$ cat src/rtl/fru_ctx_engine.sv
// fru_ctx_engine: multi-context filter/response unit with a serial, checksum-verified
// configuration loader and run-time context switching.
module fru_ctx_engine #(
    parameter  int M       = 4,
    parameter  int CTRL_W  = 16,
    parameter  int CTX     = 4,
    parameter  int TIMEOUT = 64,
    localparam int CW      = (CTX > 1) ? $clog2(CTX) : 1
) (
    input  logic              clk,
    input  logic              rst,
    input  logic [CTRL_W-1:0] Qin,
    output logic [CTRL_W-1:0] Qout,
    input  logic [M-1:0]      Trigger,
    input  logic              BitStreamSerialIn,
    input  logic              BitStreamValid,
    input  logic              CtxSwitchReq,
    input  logic [CW-1:0]     CtxSel,
    output logic [CW-1:0]     ActiveCtx,
    output logic              LoadBusy,
    output logic              LoadDone,
    output logic              LoadErr
);

    localparam int TSEL_W = (M > 1) ? $clog2(M) : 1;
    localparam int FW     = 3 + TSEL_W;
    localparam int P      = CTRL_W * FW;
    localparam int CNT_W  = $clog2(P + 1);
    localparam int TO_W   = $clog2(TIMEOUT + 1);

    localparam logic [1:0] MODE_FORCE  = 2'b01;
    localparam logic [1:0] MODE_HOLD   = 2'b10;
    localparam logic [1:0] MODE_STICKY = 2'b11;

    typedef enum logic [1:0] {S_IDLE, S_HDR, S_PAY, S_CHK} state_t;

    state_t             state_q, state_d;
    logic [CNT_W-1:0]   cnt_q, cnt_d;
    logic [TO_W-1:0]    idle_q, idle_d;
    logic [7:0]         hdr_q, hdr_d;
    logic [CW-1:0]      tgt_q, tgt_d;
    logic [7:0]         sum_q, sum_d;
    logic               bad_q, bad_d;
    logic [P-1:0]       shadow_q, shadow_d;
    logic               done_q, done_d;
    logic               err_q, err_d;
    logic               commit;
    logic [7:0]         hdr_full;
    logic               chk_bad;

    logic [P-1:0]       cfg_q [CTX];
    logic [P-1:0]       cfg_act;
    logic [CW-1:0]      act_q;

    logic [CTRL_W-1:0]  hold_flag_q, hold_flag_d;
    logic [CTRL_W-1:0]  hold_val_q, hold_val_d;
    logic [CTRL_W-1:0]  sticky_q, sticky_d;
    logic               flag_clr;

    logic [CTRL_W-1:0][1:0]        mode_w;
    logic [CTRL_W-1:0][TSEL_W-1:0] tsel_w;
    logic [CTRL_W-1:0]             cst_w;
    logic [CTRL_W-1:0]             trig_w;

    // Loader: header, payload shifted into the shadow, then running-XOR checksum compare.
    always_comb begin
        state_d  = state_q;
        cnt_d    = cnt_q;
        idle_d   = idle_q;
        hdr_d    = hdr_q;
        tgt_d    = tgt_q;
        sum_d    = sum_q;
        bad_d    = bad_q;
        shadow_d = shadow_q;
        done_d   = 1'b0;
        err_d    = 1'b0;
        commit   = 1'b0;
        hdr_full = {hdr_q[6:0], BitStreamSerialIn};
        chk_bad  = bad_q | (BitStreamSerialIn != sum_q[cnt_q[2:0]]);
        case (state_q)
            S_IDLE: begin
                idle_d = '0;
                cnt_d  = '0;
                if (BitStreamValid) begin
                    hdr_d   = {7'd0, BitStreamSerialIn};
                    sum_d   = '0;
                    bad_d   = 1'b0;
                    state_d = S_HDR;
                end
            end
            default: begin
                if (!BitStreamValid) begin
                    if (idle_q == TO_W'(TIMEOUT - 1)) begin
                        err_d   = 1'b1;
                        state_d = S_IDLE;
                    end else begin
                        idle_d = idle_q + TO_W'(1);
                    end
                end else begin
                    idle_d = '0;
                    cnt_d  = cnt_q + CNT_W'(1);
                    case (state_q)
                        S_HDR: begin
                            hdr_d = hdr_full;
                            if (cnt_q == CNT_W'(6)) begin
                                cnt_d = '0;
                                if (hdr_full[7:4] == 4'hA && int'(hdr_full[3:2]) < CTX) begin
                                    tgt_d   = CW'(hdr_full[3:2]);
                                    state_d = S_PAY;
                                end else begin
                                    err_d   = 1'b1;
                                    state_d = S_IDLE;
                                end
                            end
                        end
                        S_PAY: begin
                            shadow_d = {shadow_q[P-2:0], BitStreamSerialIn};
                            sum_d[cnt_q[2:0]] = sum_q[cnt_q[2:0]] ^ BitStreamSerialIn;
                            if (cnt_q == CNT_W'(P - 1)) begin
                                cnt_d   = '0;
                                state_d = S_CHK;
                            end
                        end
                        default: begin
                            bad_d = chk_bad;
                            if (cnt_q == CNT_W'(7)) begin
                                state_d = S_IDLE;
                                if (chk_bad) begin
                                    err_d = 1'b1;
                                end else begin
                                    commit = 1'b1;
                                    done_d = 1'b1;
                                end
                            end
                        end
                    endcase
                end
            end
        endcase
    end

    always_ff @(posedge clk) begin
        if (rst) begin
            state_q <= S_IDLE;
            cnt_q   <= '0;
            idle_q  <= '0;
            done_q  <= 1'b0;
            err_q   <= 1'b0;
        end else begin
            state_q <= state_d;
            cnt_q   <= cnt_d;
            idle_q  <= idle_d;
            done_q  <= done_d;
            err_q   <= err_d;
        end
    end

    always_ff @(posedge clk) begin
        hdr_q      <= hdr_d;
        tgt_q      <= tgt_d;
        sum_q      <= sum_d;
        bad_q      <= bad_d;
        shadow_q   <= shadow_d;
        hold_val_q <= hold_val_d;
    end

    always_ff @(posedge clk) begin
        if (rst) begin
            for (int c = 0; c < CTX; c++) cfg_q[c] <= '0;
        end else if (commit) begin
            cfg_q[tgt_q] <= shadow_q;
        end
    end

    assign cfg_act  = cfg_q[act_q];
    assign flag_clr = CtxSwitchReq | (commit & (tgt_q == act_q));

    always_comb begin
        mode_w = '0;
        tsel_w = '0;
        cst_w  = '0;
        trig_w = '0;
        for (int i = 0; i < CTRL_W; i++) begin
            mode_w[i] = cfg_act[i*FW + TSEL_W + 1 +: 2];
            cst_w[i]  = cfg_act[i*FW + TSEL_W];
            tsel_w[i] = cfg_act[i*FW +: TSEL_W];
            trig_w[i] = (int'(tsel_w[i]) < M) ? Trigger[tsel_w[i]] : 1'b0;
        end
    end

    // Datapath: per-signal mode applied combinationally; hold/sticky state updated at the edge.
    always_comb begin
        Qout        = Qin;
        hold_flag_d = hold_flag_q;
        hold_val_d  = hold_val_q;
        sticky_d    = sticky_q;
        for (int i = 0; i < CTRL_W; i++) begin
            case (mode_w[i])
                MODE_FORCE: begin
                    if (trig_w[i]) Qout[i] = cst_w[i];
                end
                MODE_HOLD: begin
                    if (hold_flag_q[i]) begin
                        Qout[i]        = hold_val_q[i];
                        hold_flag_d[i] = trig_w[i];
                    end else if (trig_w[i]) begin
                        hold_flag_d[i] = 1'b1;
                        hold_val_d[i]  = Qin[i];
                    end
                end
                MODE_STICKY: begin
                    if (trig_w[i] | sticky_q[i]) Qout[i] = cst_w[i];
                    if (trig_w[i]) sticky_d[i] = 1'b1;
                end
                default: ;
            endcase
        end
        if (flag_clr) begin
            hold_flag_d = '0;
            sticky_d    = '0;
        end
    end

    always_ff @(posedge clk) begin
        if (rst) begin
            act_q       <= '0;
            hold_flag_q <= '0;
            sticky_q    <= '0;
        end else begin
            if (CtxSwitchReq) act_q <= CtxSel;
            hold_flag_q <= hold_flag_d;
            sticky_q    <= sticky_d;
        end
    end

    assign ActiveCtx = act_q;
    assign LoadBusy  = (state_q != S_IDLE);
    assign LoadDone  = done_q;
    assign LoadErr   = err_q;

endmodule

$ cat config.mk
export PLATFORM = sky130hd
export DESIGN_NAME = fru_ctx_engine
export DESIGN_NICKNAME = d
export VERILOG_FILES = /design/src/rtl/fru_ctx_engine.sv
export SDC_FILE = /design/constraint.sdc
export NUM_CORES = 1
export LEC_CHECK = 0
export CORE_MARGIN = 5
export CORE_UTILIZATION = 60
export CTS_BUF_LIST = sky130_fd_sc_hd__clkbuf_4 sky130_fd_sc_hd__clkbuf_8 sky130_fd_sc_hd__clkbuf_16
export DETAILED_ROUTE_END_ITERATION = 7
export PLACE_DENSITY = 0.82
export REMOVE_ABC_BUFFERS = 1
export SYNTH_ARGS = -nofsm -noshare
export SYNTH_HDL_FRONTEND = slang
export SYNTH_SLANG_ARGS = --single-unit
$ cat constraint.sdc
create_clock -name clk -period 6.7 [get_ports clk]
set_input_delay 1.675 -clock clk [delete_from_list [all_inputs] [get_ports clk]]
set_output_delay 1.675 -clock clk [all_outputs]
set_load 0.01 [all_outputs]
======== Word level (Yosys, flattened, before mapping) ========
Memories as Yosys holds them, arrays and structs flattened. A register that Yosys moved wholly into a read port is not among the register bits.
Cells that the tools add are included.
storage, ports and cells
  register bits ........................... 166
  bits in writable memories ............... 320
  output and inout bits ................... 21
  logic and storage cells ................. 407
  memories kept ........................... 1
memory list
  memory  depth  width  read ports  clocked after memory_dff  write ports  line  RTL
  cfg_q   4      80     1           1                         4            51    logic [P-1:0] cfg_q [CTX];
operators by class
  eq/ne operators ......................... 62
  bitwise operators ....................... 37
  $add $sub $neg .......................... 2
  order comparisons ....................... 18
  reduce and logical (&&, ||, !) cells .... 49
  mux-type cells .......................... 179
operator list
  cell                                                                     number
  1-bit 2-to-1 mux                                                         119
  80-bit 2-to-1 mux                                                        1
  80-bit OR reduction                                                      1
  2-bit == test, second input constant                                     33
  3-bit AND reduction                                                      17
  2-bit by 3-bit < comparator with 1-bit output, second input constant     16
  1-bit one-hot mux with 3 select lines                                    16
  7-bit 2-to-1 mux                                                         6
  2-bit AND reduction                                                      19
  2-bit by 1-bit == test with 1-bit output, second input constant          17
  1-bit binary-select mux with 2-bit select                                16
  8-bit 2-to-1 mux                                                         4
  2-bit 2-to-1 mux                                                         11
  1-bit bitwise OR                                                         18
  1-bit NOT                                                                17
  7-bit by 1-bit adder with 7-bit output, second input constant            2
  7-bit by 3-bit == test with 1-bit output, second input constant          2
  7-bit one-hot mux with 2 select lines                                    1
  5-bit AND reduction                                                      2
  8-bit bitwise mux                                                        1
  4-bit by 3-bit inequality test with 1-bit output, second input constant  2
  2-bit nonzero test                                                       4
  7-bit by 6-bit == test with 1-bit output, second input constant          1
  7-bit == test, second input constant                                     1
  other kinds (18)                                                         20

======== Logic depth before layout (Yosys ltp) ========
Gate-level depths: netlist of run 1.
  depth in word-level cells ............... 14
  gate-level depth with buffers ........... 9
  gate-level depth less buffers ........... 7

======== Least setup slack after synthesis of run 1 ========
Ideal clock, no wire load.
  path type ............................... input-to-reg
  start ................................... in BitStreamValid
  end ..................................... reg shadow_q[0] (enable)
  data required time ...................... 6.181 ns
  data arrival time ....................... 5.082 ns
  cell stages on the path ................. 2
  path slack .............................. 1.099 ns
  cells stage by stage .................... nand2_1 > nor2_1
on the way
  word-level cells in the longest chain between the ends .. 1
RTL lines
  item                                  line  RTL
  from (decl)                           16    input logic BitStreamValid,
  3-bit AND reduction (no source line)  -
  to (signal assigned)                  163   shadow_q <= shadow_d;
  to (decl)                             44    logic [P-1:0] shadow_q, shadow_d;
No other way between the ends.
A chain may end at the register's enable or synchronous reset.

======== Worst setup path after layout of run 1 ========
  start ................................... in Trigger[1]
  end ..................................... out Qout[10]
on the way
  word-level cells in the longest chain between the ends .. 5
  elaborated cells on any way between the ends .. 6
  those cells by class .................... mux: 5; bitwise: 1
RTL lines
  item                                           line  RTL
  from (decl)                                    14    input logic [M-1:0] Trigger,
  1-bit binary-select mux with 2-bit select (*)  187   trig_w[i] = (int'(tsel_w[i]) < M) ? Trigger[tsel_w[i]] : 1'b0;
  1-bit 2-to-1 mux (not written as such) (*)     187
  1-bit bitwise OR                               212   if (trig_w[i] | sticky_q[i]) Qout[i] = cst_w[i];
  1-bit 2-to-1 mux                               212
  1-bit one-hot mux with 3 select lines (*)      198   case (mode_w[i])
  to (decl)                                      13    output logic [CTRL_W-1:0] Qout,
Every way passes the cells marked *; elsewhere a longest branch is shown, timed or not. The select of a mux whose other input is x is not followed.

==> results of run 1 <==
final timing paths:
kind | end | slack, ps
worst max-delay path | Qout[10] | 630
worst max register to register | cfg_q[1][75] | 3140
worst min register to register | idle_q[6] | 440
worst min-delay path | idle_q[6] | 440
power groups by stage:
stage	registers, uW	clock network, uW	logic [uW]
6_report	3440	2630	484
5_1_grt	3450	2810	524
4_1_cts	3440	2670	487
3_5_place_dp	3500	0	483
3_3_place_gp	3500	0	472
2_1_floorplan	3500	0	320
layout by cell type (no fill, tap or decap), drive strengths merged, types with 17 or more instances in the layout:
master	Yosys	routed
a21oi	26	26
nand2	89	89
nand2b	20	20
clkdlybuf4s50	0	47
dfxtp	54	54
nor2b	25	25
mux2i	77	77
and2	322	322
clkbuf	58	67
nand3	37	37
o21ai	17	17
and3	20	20
mux4	82	82
inv	40	42
a31oi	18	18
edfxtp	434	434
clkinv	0	21
buf	19	23
nor3	21	21
nor2	45	45
nand3b	19	19
registers in the layout, summed over array words and instances (netlist names), named ones only:
name	count
tgt_q	2
ActiveCtx	2
hdr_q	7
state_q	2
idle_q	7
cfg_q	320
LoadErr	1
hold_flag_q	16
hold_val_q	16
sum_q	8
sticky_q	16
shadow_q	80
cnt_q	7
bad_q	1
LoadDone	1
per-stage QoR:
stage	utilization (%)	instance area [um2]	setup TNS, ps	setup WS, ps
finish	67.4	24500	0	634
global route	67.4	24500	0	571
CTS	67.4	24500	0	675
detailed placement	63.1	22900	0	697
global placement	63.1	22900	0	701
floorplan	-	21600	-14050	-878
cell type report:
type,count,area (um2),share of cell area [%]
multi-input combinational,932,7360,30.0
timing repair buffer,70,731,2.98
tap,468,586,2.39
clock inverter,25,146,0.597
sequential,488,14100,57.6
inverter,40,150,0.613
clock buffer,67,1420,5.77
critical path, stage by stage:
cell and delay [ps]:
sky130_fd_sc_hd__clkdlybuf4s50_1 470, sky130_fd_sc_hd__and2_1 910, sky130_fd_sc_hd__mux2i_1 180, sky130_fd_sc_hd__nand3_1 240
sky130_fd_sc_hd__a31oi_1 120, sky130_fd_sc_hd__o21ai_0 160, sky130_fd_sc_hd__clkdlybuf4s50_1 600
cells by family after synthesis:
family / share of synthesized area [%]
flops: 64.3
buf+inv: 2.26
fa+ha+maj: 0.456
simple gates: 16.2
compound gates: 4.11
xor+xnor: 0.565
mux: 12.0
layer usage:
layer | share of wire (%) | track usage [%]
met1 | 40 | 29.7
met2 | 51 | 38.4
met3 | 7.0 | 3.63
met4 | 2.1 | 5.81
met5 | 0 | 0
==> flow_summary.rst, run 1 <==
.. list-table::
   :header-rows: 1

   * - Metric
     - Value
   * - Count of distinct cell types in the synthesized netlist
     - 50
   * - R2R cell count
     - 6
   * - Endpoint type of the worst setup path
     - primary output
   * - Dominant cell by count in the synthesized netlist
     - sky130_fd_sc_hd__edfxtp_1
   * - Antenna-violating nets left
     - 0
   * - Number of failing hold endpoints at the final stage
     - 0
   * - Global-route usage over all layers
     - 22.2%
   * - I/O pin cnt
     - 48
   * - Max capacitance violation total
     - 0
   * - Clock root buffer master
     - sky130_fd_sc_hd__clkbuf_16
   * - Combinational cell fraction of total power
     - 7.4%
   * - Post-synthesis to final-layout area growth
     - 11.7%
   * - Final setup fails
     - 0
   * - Power dissipated by switching net loads
     - 1440 uW
   * - Placed cell count
     - 1998
   * - Part of the total power dissipated in the clock network
     - 40.2%
   * - Synth top cells by count
     - sky130_fd_sc_hd__edfxtp_1 (434), sky130_fd_sc_hd__and2_1 (322), sky130_fd_sc_hd__nand2_1 (89)
   * - Outcome
     - complete, no violations
   * - Clock sink count
     - 488
   * - Worst setup startpoint
     - Trigger[1]
   * - Internal Pwr Total
     - 5110 uW
   * - Fraction of synthesis flops using an asynchronous set or reset pin
     - 0%
   * - Synth Warn #
     - 0
   * - Count of flip-flops with a built-in enable after synthesis
     - 434
   * - Setup repair after global routing missed its margin
     - no
   * - Die outline width
     - 201 um
   * - Critical path startpoint category
     - input pin
   * - Number of hold-repair buffers added at the cts stage
     - 0
   * - Mean cell area of the mapped netlist
     - 14.3 um2
   * - CP required
     - 5030 ps
   * - Number of DRC violations after detailed routing
     - 0
   * - CP Class
     - input pin to primary output
   * - Later-pin clock latency in the skew report
     - 570 ps
   * - CTS Buf Count
     - 49
   * - Most area-hungry cell type in the Yosys netlist
     - sky130_fd_sc_hd__edfxtp_1
   * - Power density normalized to cell area
     - 268 nW/um2
   * - Global route total overflow
     - 0
   * - Initial antenna violation count
     - 0
   * - Number of antenna diodes
     - 0
   * - Gpl congestion
     - 0.811
   * - Vias per Instance
     - 6.12
   * - Buffer levels on the longest clock path
     - 3
   * - Floorplan die area
     - 40500 um2
   * - H-tree levels
     - 2
   * - Leakage power
     - 0.00865 uW
   * - Maximum fanout along the worst path
     - 16
   * - Portion of total power attributed to sequential cells
     - 52.4%
   * - Detailed-route via count
     - 12800
   * - Clock edge transition at the registers on the reported setup and hold paths
     - 60 ps
   * - Slew Viols, Final
     - 0
   * - FILL cells
     - 2400
   * - Depth of the worst hold-timing path
     - 2
   * - Final worst path period need
     - 6070 ps
   * - Remaining max-slew budget at the tightest pin
     - 21.1%
   * - Worst clock skew
     - 30.4 ps
   * - HPWL after DPL
     - 24600 um
   * - Iteration count of the initial detailed-routing pass
     - 5
   * - TritonCTS clock tree
     - yes
   * - Avg WL per Cell
     - 21.4 um
   * - Fmax
     - 165 MHz
   * - Startpoint of the worst-slack reg-to-reg timing path
     - cnt_q[2]
   * - Placeable core region
     - 36300 um2
   * - Wire length of the first global-routing pass
     - 71800 um
   * - Fraction of the cycle the final worst path needs
     - 90.5%
   * - Register bit total from synthesis
     - 488
   * - Transition at the pin with the smallest max-transition slack
     - 1180 ps
   * - Post-cts resize count
     - 0
   * - Buffers on Ports
     - 47
   * - Chip height
     - 201 um
   * - Vias in the first global route
     - 13400
   * - Arrival time at the worst endpoint
     - 4390 ps
   * - Initial core utilization
     - 60.4%
   * - Hold Path Class
     - register to register
   * - Final Power
     - 6560 uW
   * - Count of buffers added by post-CTS timing repair for setup
     - 0
   * - Site Rows
     - 70
   * - Biggest area contributors in the synthesized netlist
     - sky130_fd_sc_hd__edfxtp_1 (59%), sky130_fd_sc_hd__and2_1 (9.2%), sky130_fd_sc_hd__mux4_2 (8.4%)
   * - DRC marker count from the first detailed-route iteration
     - 1014
   * - Fraction of layout instances using a drive strength above 1
     - 12.5%
   * - Pin count of the biggest net entering global routing
     - 81
   * - Synth Flop Type
     - sky130_fd_sc_hd__edfxtp_1
   * - Post-Layout Cell Count
     - 2090
   * - Worst hold start
     - idle_q[6]
   * - Number of standard cells after synthesis
     - 1537
   * - Share of the synthesized area in the top cell type
     - 59.4%
   * - Hold Worst Slack
     - 437 ps
   * - Switching Share
     - 22.0%
   * - Total routed wirelength
     - 44800 um
   * - Net total in the final layout
     - 1616
   * - Post-synth design cell area
     - 21900 um2
   * - Sequential fraction of the synthesis area
     - 64.3%
   * - Worst vdd rail ir drop
     - 0.191 mV
Note: power is estimated with default switching activity, not from simulation.
==> inputs of run 2 (changes only) <==
==> constraint.sdc (replaced) <==
create_clock -name clk -period 6.2 [get_ports clk]
set_input_delay 1.55 -clock clk [delete_from_list [all_inputs] [get_ports clk]]
set_output_delay 1.55 -clock clk [all_outputs]
set_load 0.01 [all_outputs]
==> run 2 against run 1 <==
Effect of this change: first-iteration DRC count rose by 20%; count of clock-buffer cells in the layout rose by 4; critical path depth up 1; cell area up 0.62%; core utilization is 0.42 points higher; sequential power increased by 8.1%; critical path type unchanged.
==> flow_summary.rst, run 2 (same netlist as run 1, synthesis figures left out) <==
.. list-table::
   :header-rows: 1

   * - Metric
     - Value
   * - Most Used Layer, Global Route
     - met2
   * - Final worst path period need
     - 6000 ps
   * - Worst vdd rail ir drop
     - 0.240 mV
   * - Maximum fanout along the worst path
     - 9
   * - Later-pin clock latency in the skew report
     - 560 ps
   * - Switching Share
     - 21.3%
   * - Gpl congestion
     - 0.840
   * - Met1 track demand over resource in global routing
     - 29.6%
   * - Placed cell count
     - 1996
   * - Total Neg Setup Slack
     - 0 ps
   * - Area occupied by multi-input gates
     - 7360 um2
   * - Buffers on Ports
     - 47
   * - Transition at the pin with the smallest max-transition slack
     - 1090 ps
   * - Total routed wirelength
     - 44300 um
   * - HPWL after DPL
     - 24600 um
   * - Arrival time at the worst endpoint
     - 4450 ps
   * - Most frequent cells in the layout
     - sky130_fd_sc_hd__edfxtp_1 (434), sky130_fd_sc_hd__and2_1 (322), sky130_fd_sc_hd__nand2_1 (89)
   * - Iteration count of the initial detailed-routing pass
     - 7
   * - Post-synthesis to final-layout area growth
     - 12.4%
   * - Vias per Instance
     - 6.07
   * - Clock root buffer master
     - sky130_fd_sc_hd__clkbuf_16
   * - Initial antenna violation count
     - 0
   * - DRC marker count from the first detailed-route iteration
     - 1219
   * - Leakage power
     - 0.00871 uW
   * - Worst clock skew
     - 18.4 ps
   * - Number of DRC violations after detailed routing
     - 0
   * - Wire length of the first global-routing pass
     - 71300 um
   * - Fraction of layout instances using a drive strength above 1
     - 12.7%
   * - Buffer levels on the longest clock path
     - 3
   * - Top register by number of flip-flops
     - cfg_q
   * - Placeable core region
     - 36300 um2
   * - Remaining max-slew budget at the tightest pin
     - 26.9%
   * - Endpoint type of the worst setup path
     - primary output
   * - Number of hold-repair buffers added at the cts stage
     - 0
   * - Global route total overflow
     - 0
   * - CTS Buf Count
     - 49
   * - Number of antenna diodes
     - 0
   * - Combinational cell fraction of total power
     - 7.2%
   * - CP Class
     - input pin to primary output
   * - Clock edge transition at the registers on the reported setup and hold paths
     - 60 ps
   * - Floorplan die area
     - 40500 um2
   * - Post-Layout Cell Count
     - 2087
   * - Delay-heaviest family, CP
     - buffers and inverters
   * - Fmax
     - 167 MHz
   * - Worst hold start
     - idle_q[6]
   * - Critical path startpoint category
     - input pin
   * - Site Rows
     - 70
   * - Initial core utilization
     - 60.4%
   * - Max stage delay on crit path
     - 880 ps
   * - Antenna-violating nets left
     - 0
   * - TritonCTS clock tree
     - yes
   * - Power dissipated by switching net loads
     - 1560 uW
   * - Die outline width
     - 201 um
   * - Final setup fails
     - 0
   * - Fraction of the cycle the final worst path needs
     - 96.8%
   * - Global-route usage over all layers
     - 21.9%
   * - Outcome
     - complete, no violations
   * - Most common cell after layout, fill and taps aside
     - sky130_fd_sc_hd__edfxtp_1
   * - Power density normalized to cell area
     - 297 nW/um2
   * - Net total in the final layout
     - 1614
   * - Met3 routing resource usage after global routing
     - 3.43%
   * - I/O pin cnt
     - 48
   * - Flip-flop count of the largest register after layout
     - 320
   * - Setup repair after global routing missed its margin
     - no
   * - Crit path top cell by count
     - sky130_fd_sc_hd__clkdlybuf4s50_1
   * - FILL cells
     - 2312
   * - Pin count of the biggest net entering global routing
     - 82
   * - H-tree levels
     - 2
   * - Crit-path cells
     - clkdlybuf4s50_1 > nor2b_1 > buf_4 > mux2i_1 > nand3_1 > a31oi_1 > o21ai_0 > clkdlybuf4s50_1
   * - Detailed-route via count
     - 12700
   * - Sequential cell area
     - 14100 um2
   * - Internal Pwr Total
     - 5770 uW
   * - Post-cts resize count
     - 0
   * - Startpoint of the worst-slack reg-to-reg timing path
     - cnt_q[2]
   * - Met2 GRT Util
     - 38.1%
   * - Chip height
     - 201 um
   * - Biggest regs
     - cfg_q (320), shadow_q (80)
   * - Part of the total power dissipated in the clock network
     - 42.1%
   * - Count of buffers added by post-CTS timing repair for setup
     - 0
   * - WP buf/inv
     - 3
   * - Portion of total power attributed to sequential cells
     - 50.7%
   * - Avg WL per Cell
     - 21.2 um
   * - Vias in the first global route
     - 13200
   * - Worst setup startpoint
     - Trigger[3]
   * - Max capacitance violation total
     - 0
   * - Cell with the largest stage delay on the worst path
     - sky130_fd_sc_hd__nor2b_1
   * - Number of failing hold endpoints at the final stage
     - 0
   * - Clock sink count
     - 488
   * - Hold Path Class
     - register to register
   * - Slew Viols, Final
     - 0
   * - CP required
     - 4650 ps
## run 2: changes by cell type in the layout (fill, tap and decap cells not counted)
| cell | before | now |
|---|---|---|
| sky130_fd_sc_hd__buf_12 | 7 | 9 |
| sky130_fd_sc_hd__inv_6 | 2 | 1 |
| sky130_fd_sc_hd__clkinv_4 | 0 | 1 |
| sky130_fd_sc_hd__clkinv_2 | 10 | 5 |
| sky130_fd_sc_hd__clkbuf_4 | 13 | 16 |
| sky130_fd_sc_hd__clkbuf_8 | 3 | 4 |
| sky130_fd_sc_hd__bufinv_16 | 1 | 6 |
| sky130_fd_sc_hd__clkinv_1 | 11 | 6 |
| sky130_fd_sc_hd__buf_4 | 16 | 12 |
## run 2: final cells by class
class | count | area share, %
inverter | 40 | 0.609
tap | 468 | 2.37
clock buffer | 71 | 5.89
multi-input combinational | 932 | 29.8
clock inverter | 20 | 1.02
timing repair buffer | 68 | 3.00
sequential | 488 | 57.3
## run 2: power by group through the flow
stage	clock, uW	combinational (uW)	sequential (uW)
6_report	3080	525	3720
5_1_grt	3290	569	3730
4_1_cts	3120	527	3720
3_5_place_dp	0	523	3790
3_3_place_gp	0	509	3780
2_1_floorplan	0	346	3790
## run 2: per-layer routing
| layer | up-vias | part of all wire, % | routed length [um] |
|---|---|---|---|
| li1 | 5794 | - | - |
| met1 | 6386 | 40 | 17900 |
| met2 | 429 | 51 | 22800 |
| met3 | 69 | 6.5 | 2890 |
| met4 | 0 | 1.7 | 752 |
| met5 | - | 0 | 0 |
## run 2: final timing paths
| kind | to | slack, ps | cells after the start |
|---|---|---|---|
| max | Qout[5] | 200 | 8 |
| min | idle_q[6] | 430 | 2 |
| max reg2reg | cfg_q[0][54] | 2810 | 6 |
| min reg2reg | idle_q[6] | 430 | 2 |
## run 2: worst reg2reg max path, stage by stage, from the launching register on
cell and delay [ps]:
sky130_fd_sc_hd__dfxtp_1 620, sky130_fd_sc_hd__nor3b_1 450, sky130_fd_sc_hd__nand4_1 200, sky130_fd_sc_hd__nand2b_1 440, sky130_fd_sc_hd__nor4b_4 380, sky130_fd_sc_hd__or2_4 570, sky130_fd_sc_hd__buf_12 390
## run 2: stage by stage
stage	utilization [%]	worst slack, ps	cell area (um2)	power, uW	hold WS (ps)
4_1_cts	67.8	215	24700	7370	435
3_3_place_gp	63.2	286	23000	4290	417
5_1_grt	67.8	101	24700	7580	455
3_5_place_dp	63.2	245	23000	4310	423
2_1_floorplan	-	-1250	21600	4130	407
6_report	67.8	197	24700	7320	431
==> inputs of run 3 (changes only) <==
--- a/config.mk
+++ b/config.mk
@@ -5,6 +5,7 @@
 export SDC_FILE = /design/constraint.sdc
 export NUM_CORES = 1
 export LEC_CHECK = 0
+export ABC_AREA = 1
 export CORE_MARGIN = 5
 export CORE_UTILIZATION = 60
 export CTS_BUF_LIST = sky130_fd_sc_hd__clkbuf_4 sky130_fd_sc_hd__clkbuf_8 sky130_fd_sc_hd__clkbuf_16
==> run 3 against run 2 <==
Effect of this change: critical path depth is 2 higher; setup slack better by 570 ps; first-iteration DRC count is 12% higher; global-route usage is 2.3 points higher; largest power group unchanged; highest routed layer unchanged.
==> flow_summary.rst, run 3 <==
.. list-table::
   :header-rows: 1

   * - Metric
     - Value
   * - Final setup fails
     - 0
   * - Outcome
     - complete, no violations
   * - HPWL after DPL
     - 28300 um
   * - Count of buffers added by post-CTS timing repair for setup
     - 0
   * - Synth top cells by count
     - sky130_fd_sc_hd__nor2_1 (503), sky130_fd_sc_hd__nand2_1 (479), sky130_fd_sc_hd__edfxtp_1 (434)
   * - Count of flip-flops with a built-in enable after synthesis
     - 434
   * - Pin count of the biggest net entering global routing
     - 91
   * - Clock edge transition at the registers on the reported setup and hold paths
     - 60 ps
   * - Depth of the worst hold-timing path
     - 0
   * - Register bit total from synthesis
     - 488
   * - Worst reg2reg endpoint
     - cfg_q[2][43]
   * - Reg2reg setup slack
     - 2800 ps
   * - TritonCTS clock tree
     - yes
   * - Internal Pwr Total
     - 5620 uW
   * - Chip height
     - 201 um
   * - Most area-hungry cell type in the Yosys netlist
     - sky130_fd_sc_hd__edfxtp_1
   * - Total routed wirelength
     - 49600 um
   * - Endpoint type of the worst setup path
     - primary output
   * - Placeable core region
     - 35700 um2
   * - Placed cell count
     - 2676
   * - Number of DRC violations after detailed routing
     - 0
   * - Sequential fraction of the synthesis area
     - 64.6%
   * - Placement-stage worst setup slack
     - 787 ps
   * - Net total in the final layout
     - 2301
   * - Total Neg Setup Slack
     - 0 ps
   * - Number of failing hold endpoints at the final stage
     - 0
   * - I/O pin cnt
     - 48
   * - Slew Viols, Final
     - 0
   * - Worst vdd rail ir drop
     - 0.229 mV
   * - Portion of total power attributed to sequential cells
     - 50.5%
   * - Critical path startpoint category
     - input pin
   * - Most common cell after layout, fill and taps aside
     - sky130_fd_sc_hd__nor2_1
   * - Flip-flop count of the largest register after layout
     - 320
   * - DRC marker count from the first detailed-route iteration
     - 1367
   * - Max capacitance violation total
     - 0
   * - Transition at the pin with the smallest max-transition slack
     - 1160 ps
   * - Part of the total power dissipated in the clock network
     - 40.4%
   * - Synth Flop Type
     - sky130_fd_sc_hd__edfxtp_1
   * - Most Used Layer, Global Route
     - met2
   * - H-tree levels
     - 2
   * - Worst clock skew
     - 21.9 ps
   * - Final worst path period need
     - 5430 ps
   * - Fraction of synthesis flops using an asynchronous set or reset pin
     - 0%
   * - Initial core utilization
     - 61.1%
   * - Power density normalized to cell area
     - 302 nW/um2
   * - CTS Buf Count
     - 49
   * - Gpl congestion
     - 0.826
   * - Setup repair after global routing missed its margin
     - no
   * - Endpoint of the worst hold path
     - shadow_q[16]
   * - Worst hold start
     - shadow_q[15]
   * - Remaining max-slew budget at the tightest pin
     - 22.6%
   * - Post-synthesis to final-layout area growth
     - 11.1%
   * - Synth Warn #
     - 0
   * - Switching Share
     - 23.2%
   * - Post-cts resize count
     - 0
   * - Final worst slack
     - 771 ps
   * - R2R cell count
     - 8
   * - Global-route usage over all layers
     - 24.2%
   * - Global route total overflow
     - 0
   * - Fmax
     - 184 MHz
   * - Most frequent cells in the layout
     - sky130_fd_sc_hd__nor2_1 (502), sky130_fd_sc_hd__nand2_1 (475), sky130_fd_sc_hd__edfxtp_1 (434)
   * - Clock sink count
     - 488
   * - Fraction of layout instances using a drive strength above 1
     - 5.99%
   * - Startpoint of the worst-slack reg-to-reg timing path
     - state_q[0]
   * - Number of standard cells after synthesis
     - 2233
   * - Combinational cell fraction of total power
     - 9.1%
   * - Met1 track demand over resource in global routing
     - 31.0%
   * - Biggest area contributors in the synthesized netlist
     - sky130_fd_sc_hd__edfxtp_1 (60%), sky130_fd_sc_hd__nor2_1 (8.6%), sky130_fd_sc_hd__nand2_1 (8.2%)
   * - Fraction of the cycle the final worst path needs
     - 87.6%
   * - Clock root buffer master
     - sky130_fd_sc_hd__clkbuf_16
   * - Vias per Instance
     - 5.72
   * - Share of the synthesized area in the top cell type
     - 59.7%
   * - Wire length of the first global-routing pass
     - 79500 um
   * - CP required
     - 4650 ps
   * - Number of hold-repair buffers added at the cts stage
     - 0
   * - Met2 GRT Util
     - 42.6%
   * - Site Rows
     - 69
   * - Biggest regs
     - cfg_q (320), shadow_q (80)
   * - Post-Layout Cell Count
     - 2765
   * - Arrival time at the worst endpoint
     - 3880 ps
   * - Count of distinct cell types in the synthesized netlist
     - 37
   * - Mean cell area of the mapped netlist
     - 9.78 um2
   * - Final Power
     - 7330 uW
   * - Buffer levels on the longest clock path
     - 3
   * - CP Class
     - input pin to primary output
   * - Power dissipated by switching net loads
     - 1700 uW
   * - Initial antenna violation count
     - 0
   * - Post-synth design cell area
     - 21800 um2
   * - Antenna-violating nets left
     - 0
   * - Later-pin clock latency in the skew report
     - 570 ps
   * - Buffers on Ports
     - 47
   * - Top register by number of flip-flops
     - cfg_q
   * - Leakage power
     - 0.00992 uW
   * - Met3 routing resource usage after global routing
     - 3.44%
   * - Floorplan die area
     - 40300 um2
   * - Hold Path Class
     - register to register
   * - Die outline width
     - 201 um
   * - Detailed-route via count
     - 15800
   * - Hold Worst Slack
     - 442 ps
   * - Iteration count of the initial detailed-routing pass
     - 5
   * - Dominant cell by count in the synthesized netlist
     - sky130_fd_sc_hd__nor2_1
   * - Vias in the first global route
     - 15700
   * - Avg WL per Cell
     - 17.9 um
   * - Number of antenna diodes
     - 0
   * - Maximum fanout along the worst path
     - 9
-- run 3: cells by family after synthesis --
kind of cell               after synthesis  share of synthesized area (%)
AOI/OAI and AO/OA                      253                           6.67
and+or+nand+nor                       1170                           21.6
xor gates and xnor gates                 5                          0.201
adders and majority gates                8                          0.458
DFF                                    488                           64.6
buffers and inverters                  307                           6.31
muxes                                    2                         0.0917
-- run 3: worst max path at each step --
stage                     from       end  cells past startpoint
global placement    Trigger[0]   Qout[7]                     10
detailed placement  Trigger[0]   Qout[7]                     10
CTS                 Trigger[0]   Qout[7]                     10
finish              Trigger[0]   Qout[7]                     10
global route        Trigger[0]   Qout[7]                     10
floorplan             register  Qout[10]                     10
-- run 3: worst max-delay path: stages --
cell and delay, ps:
sky130_fd_sc_hd__clkdlybuf4s50_1 400, sky130_fd_sc_hd__inv_1 410, sky130_fd_sc_hd__buf_4 270, sky130_fd_sc_hd__nand2_1 60
sky130_fd_sc_hd__o211ai_1 140, sky130_fd_sc_hd__nand3_1 110, sky130_fd_sc_hd__nand2_1 70, sky130_fd_sc_hd__a21oi_1 40
sky130_fd_sc_hd__nor2_1 230, sky130_fd_sc_hd__clkdlybuf4s50_1 600
-- run 3: area by class of cell --
| class | count | area (um2) |
|---|---|---|
| Clock inverter | 27 | 269 |
| Multi-Input combinational cell | 1438 | 6390 |
| Clock buffer | 62 | 1340 |
| Sequential cell | 488 | 14100 |
| Tap cell | 461 | 577 |
| Fill cell | 2541 | 11500 |
| Inverter | 212 | 798 |
| Timing Repair Buffer | 77 | 771 |
-- run 3: per-layer routing --
metal / vias to the layer above / wire (um)
met5: - / 0
met4: 0 / 1530
met3: 117 / 4090
met2: 733 / 24900
met1: 7490 / 19000
li1: 7485 / -
-- run 3: power groups by stage --
stage	clock [uW]	combinational, uW	sequential, uW
after global placement	0	641	3760
after global routing	3130	745	3700
final	2960	670	3700
after detailed placement	0	660	3770
after floorplan	0	409	3780
after CTS	2980	667	3700
-- run 3: stage by stage --
stage               utilization [%]  area (um2)
finish                         67.9       24300
global route                   67.9       24300
CTS                            67.9       24300
detailed placement             63.4       22700
global placement               63.4       22700
floorplan                         -       21300
==> patch, RTL diff (config.mk and constraints of run 2) <==
`hold_flag_q` no longer has a reset.
--- a/src/rtl/fru_ctx_engine.sv
+++ b/src/rtl/fru_ctx_engine.sv
@@ -225,11 +225,13 @@
         if (rst) begin
             act_q       <= '0;
-            hold_flag_q <= '0;
             sticky_q    <= '0;
         end else begin
             if (CtxSwitchReq) act_q <= CtxSel;
-            hold_flag_q <= hold_flag_d;
             sticky_q    <= sticky_d;
         end
+    end
+
+    always_ff @(posedge clk) begin
+        hold_flag_q <= hold_flag_d;
     end
 
Behaviour: same outputs for any inputs over 4 cycles, from zero or initial values and one cycle with rst high; that may be too few to reach the edited logic, so the function may still have changed.
==> patch against run 2 <==
  * Routed wire length down 4.1%
  * Total power decreased by 3.7%
  * Synthesized area fell by 2.7%
  * Worst setup slack better by 0.63 ns
  * Highest routed layer unchanged
  * Sequential share of layout area up 1.6 points
  * Final area fell by 2.7%
  * Largest power group unchanged
  * Non-clock buffer count up 5
  * Global-route usage increased by 0.13 points
  * Maximum frequency up 12%
  * Worst hold slack improved by 0.024 ns
  * Sequential cell count stayed put
  * Final cell count fell by 4.5%
  * Register-to-register slack got worse by 0.49 ns
==> patch: results (changes against run 2) <==
nets@finish -> 1,527 (-5.4%)
LEAKAGE -> 8.51 nW (-2.3%)
top post-synthesis cells by count -> edfxtp_1, and2_1, mux4_2
Critical-path top delay cell -> mux2i_1
distinct cell type count after synthesis -> 52 (+4.0%)
Hold Path Stages -> 0 (-2)
peak supply drop -> 0.000216 V (-10%)
GPL Wtd Cong -> 0.803 (-4.5%)
status -> finished clean
Worst Path Arrival -> 3.82 ns (-0.63 ns)
Post-Layout Cell Count -> 1,994 (-4.5%)
post-DP HPWL -> 23,500 um (-4.7%)
R2R Path Start -> cnt_q[0]
register area share after synthesis -> 66.1% (+1.8 points)
wirelength, routed -> 42,500 um (-4.1%)
Post-Synth Adder-Cell Area -> 0.469% (+0.013 points)
critical path peak fanout -> 16 (+7)
synth top area cells -> edfxtp_1, and2_1, mux4_2
Hold Path End -> tgt_q[1]
sequential group power -> 3.71 mW (about the same)
Gate Count Post-Synth -> 1,435 (-6.6%)
Critical path destination -> Qout[4]
GRT Util Overall -> 22.0% (+0.13 points)
Worst Skew -> 0.0176 ns (-0.000785 ns)
clock group share of total power -> 40.8% (-1.3 points)
flop-to-flop setup slack -> 2.32 ns (-0.49 ns)
fillers -> 2,298 (-0.61%)
Synth Area in Compound Gates -> 3.42% (-0.69 points)
Pint -> 5.52 mW (-4.2%)
mux cell area share after synthesis -> 11.8% (-0.25 points)
Initial Utilization -> 60.4% (+0.090 points)
==> patch: final cells by class <==
cell class | count | area share (%)
multi-input combinational | 856 | 28.7
timing repair buffer | 73 | 3.09
clock inverter | 21 | 0.506
tap | 461 | 2.40
inverter | 24 | 0.375
clock buffer | 71 | 6.13
sequential | 488 | 58.8
==> patch: through the flow <==
step	area, sq um	worst slack [ns]	TNS, ns	total power [mW]	utilization [%]
5_1_grt	24000	0.765	0	7.29	68.0
6_report	24000	0.826	0	7.05	68.0
3_3_place_gp	22400	0.988	0	4.23	63.5
3_5_place_dp	22400	0.910	0	4.24	63.5
2_1_floorplan	21100	-0.175	-2.79	4.07	-
4_1_cts	24000	0.825	0	7.10	68.0
==> patch: metal layers <==
| metal | up-vias | routed length [um] | global-route usage [%] |
|---|---|---|---|
| met4 | 0 | 864 | 5.34 |
| met2 | 400 | 21400 | 37.6 |
| met1 | 6071 | 17300 | 30.1 |
| met3 | 74 | 2880 | 3.81 |
| li1 | 5454 | - | - |
| met5 | - | 0 | 0 |
